### config.mk
export PLATFORM = sky130hd
export DESIGN_NAME = hand_dealer
export DESIGN_NICKNAME = d
export VERILOG_FILES = /design/src/rtl/card_pkg.sv /design/src/rtl/card_counter.sv /design/src/rtl/hand_dealer.sv
export SDC_FILE = /design/constraint.sdc
export NUM_CORES = 1
export LEC_CHECK = 0
export ABC_CLOCK_PERIOD_IN_PS = 5800
export BUFFER_PORTS_ARGS = -buffer_cell sky130_fd_sc_hd__buf_4
export CAP_MARGIN = 20
export CORE_ASPECT_RATIO = 0.9
export CORE_MARGIN = 2
export CORE_UTILIZATION = 63
export CTS_BUF_LIST = sky130_fd_sc_hd__clkbuf_8
export DETAILED_ROUTE_END_ITERATION = 8
export HOLD_SLACK_MARGIN = 0.06
export PLACE_DENSITY = 0.87
export SYNTH_ARGS = -nofsm -noshare
export SYNTH_HDL_FRONTEND = slang
export SYNTH_SLANG_ARGS = --single-unit
### constraint.sdc
create_clock -name clock -period 5.8 [get_ports clock]
set_clock_uncertainty 0.1 [all_clocks]
set_input_delay 0 -clock clock [delete_from_list [all_inputs] [get_ports clock]]
set_output_delay 0 -clock clock [all_outputs]
set_load 0.005 [all_outputs]
### src/rtl/card_pkg.sv
// Shared card definitions for the dealer, the 7-segment display and the scoring logic.
package card_pkg;

    localparam int unsigned CARD_W = 4;

    typedef logic [CARD_W-1:0] card_t;

    localparam card_t CARD_NONE  = 4'd0;
    localparam card_t CARD_ACE   = 4'd1;
    localparam card_t CARD_TWO   = 4'd2;
    localparam card_t CARD_THREE = 4'd3;
    localparam card_t CARD_FOUR  = 4'd4;
    localparam card_t CARD_FIVE  = 4'd5;
    localparam card_t CARD_SIX   = 4'd6;
    localparam card_t CARD_SEVEN = 4'd7;
    localparam card_t CARD_EIGHT = 4'd8;
    localparam card_t CARD_NINE  = 4'd9;
    localparam card_t CARD_TEN   = 4'd10;
    localparam card_t CARD_JACK  = 4'd11;
    localparam card_t CARD_QUEEN = 4'd12;
    localparam card_t CARD_KING  = 4'd13;

    typedef enum logic [2:0] {
        ST_IDLE,
        ST_LATCH,
        ST_SCORE,
        ST_ACK,
        ST_NACK
    } deal_state_t;

    // Baccarat points: ace..nine at face value, ten and court cards worth nothing.
    function automatic card_t card_points(input card_t c);
        return (c >= CARD_ACE && c <= CARD_NINE) ? c : CARD_NONE;
    endfunction

endpackage

### src/rtl/card_counter.sv
// Free-running 1..MAXCARD card source; player timing of the request supplies the randomness.
module card_counter
    import card_pkg::*;
#(
    parameter int unsigned MAXCARD = 13
) (
    input  logic  clock,
    input  logic  resetb,
    output card_t card
);

    // Compare with >= so an out-of-range value can never persist.
    always_ff @(posedge clock or negedge resetb) begin
        if (!resetb) begin
            card <= CARD_ACE;
        end else if (card >= CARD_W'(MAXCARD)) begin
            card <= CARD_ACE;
        end else begin
            card <= card + CARD_W'(1);
        end
    end

endmodule

### src/rtl/hand_dealer.sv
// Deals counter cards into a three-slot hand on a 4-phase req/ack handshake and keeps the baccarat score.
module hand_dealer
    import card_pkg::*;
#(
    parameter  int unsigned NSLOTS  = 3,
    parameter  int unsigned MAXCARD = 13,
    localparam int unsigned CNT_W   = $clog2(NSLOTS + 1)
) (
    input  logic             clock,
    input  logic             resetb,
    input  logic             deal_req,
    input  logic             clear,
    output card_t            card1,
    output card_t            card2,
    output card_t            card3,
    output logic [CNT_W-1:0] hand_count,
    output logic [3:0]       score,
    output logic             deal_ack,
    output logic             deal_nack
);

    localparam int unsigned SUM_W = 5;

    deal_state_t      state;
    deal_state_t      state_nxt;
    card_t            cur_card;
    card_t            dealt;
    logic [SUM_W-1:0] sum;
    logic [3:0]       score_nxt;

    card_counter #(.MAXCARD(MAXCARD)) u_counter (
        .clock  (clock),
        .resetb (resetb),
        .card   (cur_card)
    );

    // Next-state decode; clear overrides everything, including an in-flight deal.
    always_comb begin
        state_nxt = state;
        case (state)
            ST_IDLE: begin
                if (deal_req) begin
                    state_nxt = (hand_count >= CNT_W'(NSLOTS)) ? ST_NACK : ST_LATCH;
                end
            end
            ST_LATCH: state_nxt = ST_SCORE;
            ST_SCORE: state_nxt = ST_ACK;
            ST_ACK:   if (!deal_req) state_nxt = ST_IDLE;
            ST_NACK:  if (!deal_req) state_nxt = ST_IDLE;
            default:  state_nxt = ST_IDLE;
        endcase
        if (clear) begin
            state_nxt = ST_IDLE;
        end
    end

    // Mod-10 score accumulate on a 5-bit sum.
    always_comb begin
        sum       = SUM_W'(score) + SUM_W'(card_points(dealt));
        score_nxt = (sum >= SUM_W'(10)) ? 4'(sum - SUM_W'(10)) : 4'(sum);
    end

    always_ff @(posedge clock or negedge resetb) begin
        if (!resetb) begin
            state      <= ST_IDLE;
            card1      <= CARD_NONE;
            card2      <= CARD_NONE;
            card3      <= CARD_NONE;
            dealt      <= CARD_NONE;
            hand_count <= '0;
            score      <= '0;
            deal_ack   <= 1'b0;
            deal_nack  <= 1'b0;
        end else begin
            state     <= state_nxt;
            deal_ack  <= (state_nxt == ST_ACK);
            deal_nack <= (state_nxt == ST_NACK);
            if (clear) begin
                card1      <= CARD_NONE;
                card2      <= CARD_NONE;
                card3      <= CARD_NONE;
                dealt      <= CARD_NONE;
                hand_count <= '0;
                score      <= '0;
            end else begin
                case (state)
                    ST_LATCH: begin
                        case (hand_count)
                            CNT_W'(0): card1 <= cur_card;
                            CNT_W'(1): card2 <= cur_card;
                            default:   card3 <= cur_card;
                        endcase
                        dealt      <= cur_card;
                        hand_count <= hand_count + CNT_W'(1);
                    end
                    ST_SCORE: score <= score_nxt;
                    default: ;
                endcase
            end
        end
    end

endmodule

==> results.md <==
- Leading area contributor after synthesis: dfrtp_1
- Die H: about 53 um
- Worst-margin pin slew: 920.2 ps
- Dominant cells by area after synthesis: dfrtp_1 45%, mux2i_1 9.0%, ha_1 8.3%
- Synth Register Bits: 31
- Sequential fraction of the synthesis area: 0.4673
- Crit path required time: about 5900 ps
- Setup_tns: 0 ps
- Worst EP arrival: a little over 3000 ps
- # fillers: 157
- Post-Synthesis Cells: around 160
- Layout cell share with drive strength beyond 1: 0.2032
- Remaining global-route overflow: 0
- CTS Buf Count: 5
- Power density cells: around 240 mW/mm^2
- Drt first pass iters: 4
- Rel. slew slack: 0.3843
- Cts repair resizes: 0
- DRT Wirelength: ~3200 um
- Initial core utilization: 0.6682
- # diodes: 0
- Post-Synth Simple-Gate Area: 0.1558
- Largest net degree at the start of global routing: 32
- Largest family of logic cells by synthesized area: simple AND/OR/NAND/NOR gates
- Peak supply drop: approximately 0.26 mV
- Final ANT Viol Nets: 0
- Fin. Hold Viols: 0
- Synth Area in Adders: 0.09481
- Worst setup EP type: flip-flop
- Die W: 58.16 um
- Maximum clock insertion buffer count: 2
- Mux share of post-synthesis cell area: 0.1038
- FFs w/ async S/R, synth: 1.000
- Vias in the first global route: between 1000 and 1500
- Synth cell types: 38
- Pre-CTS setup slack: between 2000 and 3000 ps
- Crit path buf inv count: 1
- Worst min path class: in -> async
- Post-CTS Setup Bufs: 0
- Row cnt: 17
- EDFF count, synth: 0
- Non-Filler Instances: between 200 and 250
- Placed cell areas: roughly 0.0018 sq mm
- Ports: 24
- Wire per inst: 15.05 um
- Root Driver: clkbuf_8
- Core area: roughly 0.0025 sq mm
- Post-layout minimum cycle time: ~2900 ps
- Post-synthesis compound-gate area fraction: 0.1189
- H-tree Lvls: 2
- Most used DFF post-synth: dfrtp_1
- Post-synth net total: approximately 180
- Clock-pin transition on the worst setup and hold timing paths: ~70 ps
- Synth Cell Area: roughly 0.0017 sq mm
- Xor and xnor area share after synthesis: 0.01580
- CTS Sinks: 31
- Max Slew Vio Count: 0
- Fin worst setup slack: 2875 ps
- Syn_area_per_cell: slightly above 10 sq um
- Post-route design area: between 0.0015 and 0.002 sq mm
- Setup CP Type: reg -> reg
- Fin nets: 202
- Delay-heaviest family, CP: adder cells
- Initial antenna violation count: 0
- Maximum capacitance violations: 0
- Layout area overhead: 17.76%
- Slowest stage cell, crit path: fa_1
- Gr usage total: 0.2503
- CP Launch Type: flip-flop
- Clock Latency Late Sink: roughly 290 ps
- Vias: roughly 1200
- Setup violations, final: 0
- Max FO, Critical Path: 5
- Initial DRC Count: between 50 and 60
- Drt via density: roughly 5.8
- Synth warn: 0
- First-pass GRT wire length: about 5500 um
- Unrepaired setup endpoints after global routing: false
- Placed cells: about 200
- Fmax: ~0.34 GHz
- Port bufs: 23
- Biggest cell delay along the critical path: roughly 420 ps
- Status: finished, final reports clean
- Period utilisation layout: 0.5044
- Die Area: between 0.003 and 0.004 sq mm
- Final GP Congestion: about 0.8
- Lkg Pwr: approximately 0.93 nW
- DRC: 0
- Yosys top cell area share: 0.4515
- Most used cell, CP: ha_1
- Cts hold-fix bufs: 3
- DP HPWL: 2319 um
- CTS tree: done
- Critical-path cell list: o21ai_0, and2_1, ha_1, fa_1, xor2_1, inv_1, ha_1, o221ai_2, a31oi_1, mux2_1, a211oi_2
==> power by group <==
group | internal [mW] | switching (mW)
Combinational | 0.0336 | 0.0411
Clock | 0.0833 | 0.0880
Sequential | 0.225 | 0.00747
Total | 0.342 | 0.137
==> flip-flops by register name, indices dropped and copies added, names as in the netlist <==
signal and count:
card1 4, card2 4, card3 4, deal_ack 1
deal_nack 1, dealt 4, hand_count 2, score 4
state 3, u_counter.card 4
==> synthesized netlist by cell type (all sizes together) (2+ instances only) <==
master  number
o21ai        3
nand2b       2
and2         6
dfrtp       30
nand3        8
a211oi       3
ha          11
nor3b        3
o2111a       2
inv         11
mux2i       15
clkbuf       7
nand2        7
a21oi        8
o41ai        2
a31oi        3
mux2         2
nor2b        2
xnor2        2
nor2        20
==> cell usage in the layout, fill, tap and decap left out, types with 2 or more instances in the layout <==
cell | Yosys | final
dfrtp_1 | 30 | 30
buf_4 | 0 | 23
nor2_1 | 20 | 20
mux2i_1 | 15 | 15
inv_1 | 11 | 11
ha_1 | 11 | 11
nand3_1 | 8 | 8
a21oi_1 | 8 | 8
nand2_1 | 7 | 7
and2_1 | 5 | 5
clkbuf_8 | 0 | 5
o21ai_0 | 3 | 3
a31oi_1 | 3 | 3
dlygate4sd3_1 | 0 | 3
nand2b_1 | 2 | 2
a211oi_1 | 2 | 2
nor2b_1 | 2 | 2
nor3b_1 | 2 | 2
o2111a_1 | 2 | 2
o41ai_1 | 2 | 2
xnor2_1 | 2 | 2
clkinvlp_4 | 0 | 2
==> layer usage <==
metal  global-route usage  routed length, um  vias up
li1                     -                  -      605
met1               0.3123               1399      590
met2               0.4053               1612       37
met3              0.08889                192        5
met4              0.08527                 31        0
met5                    0                  0        -
==> through the flow <==
stage	util	power (mW)	hold slack, ps
floorplan	-	0.2845	-395.6
global placement	0.7391	0.3046	-154.0
detailed placement	0.7391	0.3093	-147.2
CTS	0.7868	0.4806	74.78
global route	0.7868	0.4972	113.0
finish	0.7868	0.4782	65.93
==> logic make-up after synthesis <==
family | count (synthesis)
buffers and inverters | 19
DFF | 31
muxes | 17
and+or+nand+nor | 52
xor gates and xnor gates | 3
adders and majority gates | 12
AOI/OAI and AO/OA | 27
==> final cells by class <==
type / instances / area [sq um] / share of cell area
Clock buffer: 5 / 68.82 / 0.03514
Sequential cell: 31 / 777.0 / 0.3968
Clock inverter: 3 / 20.02 / 0.01022
Multi-Input combinational cell: 111 / 813.3 / 0.4153
Timing Repair Buffer: 26 / 202.7 / 0.1035
Inverter: 11 / 41.29 / 0.02109
Tap cell: 28 / 35.03 / 0.01789
==> worst paths after layout <==
| kind | startpoint | to | slack, ps | cells after the start |
|---|---|---|---|---|
| min | resetb | score[2] | 70 | 2 |
| max reg2reg | dealt[3] | score[2] | 2870 | 11 |
| max | dealt[3] | score[2] | 2870 | 11 |
| max in group asynchronous | resetb | u_counter.card[0] | 5220 | 2 |
| min in group clock | card3[1] | card3[1] | 430 | 2 |
| min reg2reg | card3[1] | card3[1] | 430 | 2 |
(Power assumes the default switching activity.)
